==> src/rtl/Pxs.vh <==
// Pixel stream layout shared by every block that parses RGBStr: raster
// geometry defaults and the coordinate field positions inside the 26-bit word.
`ifndef PXS_VH
`define PXS_VH
`define PXS_COLS 640
`define PXS_ROWS 480
`define PXS_W    26
`define PXS_XC   25:16
`define PXS_YC   15:6
`define PXS_RGB  5:0
`endif

==> src/rtl/pxs_frame_events_pkg.sv <==
// Shared types for the frame event detector: tracker states, coordinate pair
// and the raster-order successor function.
`include "Pxs.vh"

package pxs_frame_events_pkg;

  localparam int CW = 10;

  typedef enum logic {
    SYNC = 1'b0,
    RUN  = 1'b1
  } trk_state_e;

  typedef struct packed {
    logic [CW-1:0] x;
    logic [CW-1:0] y;
  } coord_t;

  // Raster successor: step right, wrap to the next line, wrap to origin after the last pixel.
  function automatic coord_t next_coord(input coord_t c, input logic [CW-1:0] last_x,
                                        input logic [CW-1:0] last_y);
    coord_t n;
    n = c;
    if (c.x == last_x) begin
      n.x = '0;
      n.y = (c.y == last_y) ? '0 : c.y + CW'(1);
    end else begin
      n.x = c.x + CW'(1);
    end
    return n;
  endfunction

endpackage

==> src/rtl/pxs_coord_tracker.sv <==
// Follows the raster order of visible pixels: locks on an origin pixel, then
// compares each visible pixel against the expected successor coordinate.
`include "Pxs.vh"

module pxs_coord_tracker
  import pxs_frame_events_pkg::*;
#(
  parameter int COLS = `PXS_COLS,
  parameter int ROWS = `PXS_ROWS
) (
  input  logic          clk,
  input  logic          rst_n,
  input  logic          clr,
  input  logic          vis,
  input  logic [CW-1:0] xc,
  input  logic [CW-1:0] yc,
  output trk_state_e    state,
  output logic          mismatch,
  output logic          in_seq
);

  localparam logic [CW-1:0] LAST_X = CW'(COLS - 1);
  localparam logic [CW-1:0] LAST_Y = CW'(ROWS - 1);

  trk_state_e state_q;
  trk_state_e state_d;
  coord_t     exp_q;
  coord_t     exp_d;
  coord_t     cur;
  logic       is_origin;

  assign cur.x     = xc;
  assign cur.y     = yc;
  assign is_origin = (xc == '0) && (yc == '0);
  assign state     = state_q;

  always_ff @(posedge clk or negedge rst_n) begin
    if (!rst_n) begin
      state_q <= SYNC;
      exp_q   <= '0;
    end else begin
      state_q <= state_d;
      exp_q   <= exp_d;
    end
  end

  always_comb begin
    state_d  = state_q;
    exp_d    = exp_q;
    mismatch = 1'b0;
    in_seq   = 1'b0;
    if (vis) begin
      mismatch = (state_q == RUN) && (cur != exp_q);
      // An origin pixel always (re)locks, even when it is the one that broke the sequence.
      in_seq   = is_origin || ((state_q == RUN) && !mismatch);
      if (in_seq) begin
        state_d = RUN;
        exp_d   = next_coord(cur, LAST_X, LAST_Y);
      end else begin
        state_d = SYNC;
      end
    end
    if (clr) begin
      state_d = SYNC;
    end
  end

endmodule

==> src/rtl/pxs_frame_events.sv <==
// Decodes frame/line events from a pixel stream, counts lines and clean
// frames, and flags coordinate sequence errors; all outputs registered.
`include "Pxs.vh"

module pxs_frame_events
  import pxs_frame_events_pkg::*;
#(
  parameter int COLS = `PXS_COLS,
  parameter int ROWS = `PXS_ROWS,
  parameter int FCW  = 16
) (
  input  logic           clk,
  input  logic           rst_n,
  input  logic           pix_en,
  input  logic           clr,
  input  logic [25:0]    RGBStr_i,
  output logic [25:0]    RGBStr_o,
  output logic           sof_o,
  output logic           eol_o,
  output logic           eof_o,
  output logic [9:0]     line_cnt_o,
  output logic [FCW-1:0] frame_cnt_o,
  output logic           seq_err_o,
  output logic           frame_ok_o
);

  localparam logic [CW-1:0] LAST_X = CW'(COLS - 1);
  localparam logic [CW-1:0] LAST_Y = CW'(ROWS - 1);

  logic [CW-1:0]  xc;
  logic [CW-1:0]  yc;
  logic           vis;
  logic           at_sof;
  logic           at_eol;
  logic           at_eof;
  logic           good_eof;
  logic           mismatch;
  logic           in_seq;
  trk_state_e     trk_state;
  logic [9:0]     line_d;
  logic [FCW-1:0] frame_d;
  logic           ok_d;

  assign xc  = RGBStr_i[`PXS_XC];
  assign yc  = RGBStr_i[`PXS_YC];
  assign vis = pix_en && (xc <= LAST_X) && (yc <= LAST_Y);

  assign at_sof   = vis && (xc == '0) && (yc == '0);
  assign at_eol   = vis && (xc == LAST_X);
  assign at_eof   = at_eol && (yc == LAST_Y);
  assign good_eof = at_eof && (trk_state == RUN) && !mismatch;

  pxs_coord_tracker #(
    .COLS (COLS),
    .ROWS (ROWS)
  ) u_tracker (
    .clk      (clk),
    .rst_n    (rst_n),
    .clr      (clr),
    .vis      (vis),
    .xc       (xc),
    .yc       (yc),
    .state    (trk_state),
    .mismatch (mismatch),
    .in_seq   (in_seq)
  );

  // Ordering matters when one pixel carries several events (COLS=1 or ROWS=1 rasters).
  always_comb begin
    line_d = line_cnt_o;
    if (at_sof) begin
      line_d = '0;
    end
    if (at_eol && in_seq && (line_d != LAST_Y)) begin
      line_d = line_d + 10'd1;
    end
    if (at_eof || clr) begin
      line_d = '0;
    end
  end

  always_comb begin
    frame_d = frame_cnt_o;
    ok_d    = frame_ok_o;
    if (clr) begin
      frame_d = '0;
      ok_d    = 1'b0;
    end else if (mismatch) begin
      ok_d    = 1'b0;
    end else if (good_eof) begin
      frame_d = frame_cnt_o + FCW'(1);
      ok_d    = 1'b1;
    end
  end

  always_ff @(posedge clk or negedge rst_n) begin
    if (!rst_n) begin
      RGBStr_o    <= '0;
      sof_o       <= 1'b0;
      eol_o       <= 1'b0;
      eof_o       <= 1'b0;
      seq_err_o   <= 1'b0;
      line_cnt_o  <= '0;
      frame_cnt_o <= '0;
      frame_ok_o  <= 1'b0;
    end else begin
      RGBStr_o    <= RGBStr_i;
      sof_o       <= at_sof;
      eol_o       <= at_eol;
      eof_o       <= at_eof;
      seq_err_o   <= mismatch;
      line_cnt_o  <= line_d;
      frame_cnt_o <= frame_d;
      frame_ok_o  <= ok_d;
    end
  end

endmodule

==> config.mk <==
export PLATFORM = sky130hd
export DESIGN_NAME = pxs_frame_events
export DESIGN_NICKNAME = d
export VERILOG_FILES = /design/src/rtl/pxs_frame_events_pkg.sv /design/src/rtl/pxs_coord_tracker.sv /design/src/rtl/pxs_frame_events.sv
export VERILOG_INCLUDE_DIRS = /design/src /design/src/rtl
export SDC_FILE = /design/constraint.sdc
export NUM_CORES = 1
export LEC_CHECK = 0
export ABC_AREA = 1
export CAP_MARGIN = 20
export CORE_ASPECT_RATIO = 1.1
export CORE_UTILIZATION = 35
export DETAILED_ROUTE_END_ITERATION = 10
export SYNTH_ARGS = -nofsm -noshare
export SYNTH_HDL_FRONTEND = slang
export SYNTH_SLANG_ARGS = --single-unit
==> constraint.sdc <==
create_clock -name clk -period 1.85 [get_ports clk]
set_clock_uncertainty 0.15 [all_clocks]
set_input_delay 0.2775 -clock clk [delete_from_list [all_inputs] [get_ports clk]]
set_output_delay 0.2775 -clock clk [all_outputs]
set_load 0.01 [all_outputs]
==> summary.md <==
| Metric | Value |
|---|---|
| LEAKAGE | 3.41 nW |
| Slowest CP cell | dfrtp_1 |
| Run status | finished with violations |
| Total CTS buffers | 9 |
| Finished Layout Cells | 928 |
| Clock sinks | 78 |
| Finish-stage setup viols | 46 |
| First-iteration detailed-routing DRC count | 124 |
| Area Growth Syn to Fin | 68.1% |
| Post-synth top flop | dfrtp_1 |
| Final hold violation count | 0 |
| Clock Tree Root | clkbuf_16 |
| Achievable Freq | approximately 0.50 GHz |
| Hold crit path type | input pin to flip-flop |
| Per-cell routed wire length | 13.8 µm |
| Largest net degree at the start of global routing | 51 |
| Post-synthesis instance area | 0.00435 mm² |
| Mapped Cells | about 550 |
| Initial antenna violation count | 0 |
| Clk buf depth | 2 |
| Routed wire length | 12.8 mm |
| Area occupied by multi-input gates | 0.00253 mm² |
| Clock Latency Late Sink | 340 ps |
| Crit-path max FO | 5 |
| Worst setup SP type | flip-flop |
| Fin crit share | 1.08 |
| Remaining DRCs | 0 |
| Clock transition at the registers of the reported paths | 60 ps |
| Max-cap violation count | 0 |
| GRT overflow | 0 |
| Max stage delay on crit path | 390 ps |
| Max-slew violations | 0 |
| Via density | 4.75 |
| Syn Nets | 583 |
| Placer Congestion | 0.888 |
| FF+latch area | 0.00195 mm² |
| Asr flop ratio synth | 1.00 |
| CP Capture Type | flip-flop |
| Fillers | 1086 |
| # port buffers | 86 |
| Post-synthesis average cell area | 7.94 µm² |
| Antenna diodes | 0 |
| Number of global-route vias before repair | 4295 |
| PD cells | 588 mW/mm² |
| Most used cell, CP | nand2_1 |
| Worst path cell trace | xor2_1 > nor2_1 > nand2_1 > nor2_2 > nand4_1 > nand2_1 > nand3_4 > nor2_4 > nand2_1 > nand2_1 > nor2_1 |
| Failing checks | setup timing |
| Setup slack after layout | -150 ps |
| Inst Count DP | between 800 and 900 |
| Seq cells post-synth | 78 |
| Via Count | approximately 4.4k |
| FP Rows | 42 |
| Nets | between 800 and 900 |
| GRT Overall Usage | 0.206 |
| Place WS | -1020 ps |
| Synth unique cells | 41 |
| WP data required | slightly below 2000 ps |
| First-pass GRT wire length | 20.6 mm |
| First-pass DRT Iterations | 4 |
| Total of warnings raised by yosys | 0 |
| Sequential area share after synthesis | 0.449 |
| I/O pin cnt | between 80 and 90 |
| EDFF count, synth | 0 |
| DIE AREA | 0.0129 mm² |
| Initial Utilization | 0.360 |
| Final HPWL DP | 9.07 mm |
| Unrepaired setup endpoints after global routing | yes |
| VDD IR max | approximately 0.5 mV |
| Final ANT Viol Nets | 0 |
| CTS tree | yes |
| H-tree depth | 3 |
| Worst EP arrival | about 2100 ps |
| Share of post-route cells with drive strength above 1 | 0.367 |
| Core area | 0.0121 mm² |
| Slew @ Worst Pin | around 400 ps |
| Min Tclk post-route | 2000 ps |
| Max-Slew Margin vs Limit | 0.729 |
| Kind of critical path | flip-flop to flip-flop |
| Die height | approximately 120 µm |
| Die X | 108 µm |
==> cell usage after synthesis, types with 3 or more instances <==
cell type  count  share of area
o21ai_0       22          0.025
xor2_1        32          0.064
nand4_1       12          0.017
nor3_1        13          0.015
ha_1           6          0.017
nand3_1       37          0.043
buf_2          5         0.0058
a21oi_1        8         0.0092
nand2_2        8          0.012
dfrtp_1       78           0.45
nor2_2         6         0.0086
inv_1         68          0.059
nor4_1         7          0.010
nand2_1      133           0.11
inv_2          7         0.0060
o22ai_1        5         0.0072
nor2_1        65          0.056
nor2_4         4          0.010
nor3_2         3         0.0069
==> cells in the final DEF, fill, tap and decap left out, types with 13 or more instances in the layout <==
| master | synthesis | routed |
|---|---|---|
| buf_4 | 1 | 113 |
| nor2_2 | 6 | 20 |
| nand2_2 | 8 | 24 |
| nand2_1 | 133 | 109 |
| dfrtp_1 | 78 | 78 |
| xor2_1 | 32 | 31 |
| clkdlybuf4s50_1 | 0 | 64 |
| inv_1 | 68 | 60 |
| nor2_1 | 65 | 43 |
| nor2_4 | 4 | 13 |
| nand3_1 | 37 | 29 |
==> cell type report <==
cell class / instances / area share
multi-input cells: 385 / 0.346
flip-flops and latches: 78 / 0.267
repair buffers: 217 / 0.265
inverters: 77 / 0.0459
clock buffers: 9 / 0.0308
well taps: 154 / 0.0264
clock inverters: 7 / 0.0168
repair inverters: 1 / 0.00120
==> routing by layer <==
metal,vias to the layer above,track usage,wire length (µm)
li1,2195,-,-
met5,-,0,0
met3,16,0.0339,397
met4,0,0.0711,212
met1,2115,0.267,5590
met2,81,0.343,6640
==> flip-flops by register name, indices dropped and copies added (netlist names), 10 cells and up <==
name	cells
u_tracker.exp_q	20
RGBStr_o	26
frame_cnt_o	16
line_cnt_o	10
==> metrics by stage <==
step | cell area (µm²) | hold slack [ps] | total power, mW | util | setup TNS [ps]
4_1_cts | 6980 | 72.7 | 4.32 | 0.578 | -3000
3_3_place_gp | 6290 | -60.0 | 2.23 | 0.520 | -41680
3_5_place_dp | 6290 | -55.2 | 2.23 | 0.520 | -44420
2_1_floorplan | 4460 | -168 | 1.92 | - | -2790
5_1_grt | 7300 | 81.1 | 4.45 | 0.604 | -10310
6_report | 7300 | 78.0 | 4.29 | 0.604 | -4500
==> cell families (layout without fill, tap and decap cells) <==
| kind of cell | Yosys count | after routing | share of synthesized area |
|---|---|---|---|
| adders and majority gates | 6 | 6 | 0.0173 |
| buffers and inverters | 85 | 311 | 0.0786 |
| xor gates and xnor gates | 34 | 34 | 0.0685 |
| and+or+nand+nor | 300 | 301 | 0.328 |
| AOI/OAI and AO/OA | 44 | 44 | 0.0582 |
| DFF | 78 | 78 | 0.449 |
==> worst max-delay path: cells and delay by family, from the launching register on <==
| family | cells | cell delay, ps |
|---|---|---|
| flops | 1 | 390 |
| xor+xnor | 1 | 150 |
| simple gates | 10 | 1210 |
==> path summary, 6_finish.rpt <==
| check | slack, ps | from | to | cells after the start |
|---|---|---|---|---|
| setup / recovery | -150 | u_tracker.exp_q[17] | line_cnt_o[3] | 11 |
| hold / removal | 80 | RGBStr_i[20] | RGBStr_o[20] | 1 |
| setup reg to reg | -150 | u_tracker.exp_q[17] | line_cnt_o[3] | 11 |
| hold reg to reg | 360 | u_tracker.exp_q[18] | u_tracker.exp_q[18] | 2 |
| max in group asynchronous | 900 | rst_n | RGBStr_o[9] | 3 |
| min in group asynchronous | 140 | rst_n | RGBStr_o[20] | 2 |
==> power by group <==
part / internal [mW] / switching (mW) / leakage, nW
Clock: 1.32 / 0.743 / 0.162
Combinational: 0.238 / 0.247 / 2.27
Sequential: 1.73 / 0.00719 / 0.978
Total: 3.29 / 0.998 / 3.41
==> timing repair <==
action / in CTS / in global routing
setup buffers: 10 / 9
gates resized for setup: 118 / 62
cloned: 1 / 2
pin swaps: 39 / 30
hold buffers: 3 / 3
hold endpoints to repair: 80 / 3
setup endpoints to repair: 52 / 51
(Power assumes the default switching activity.)
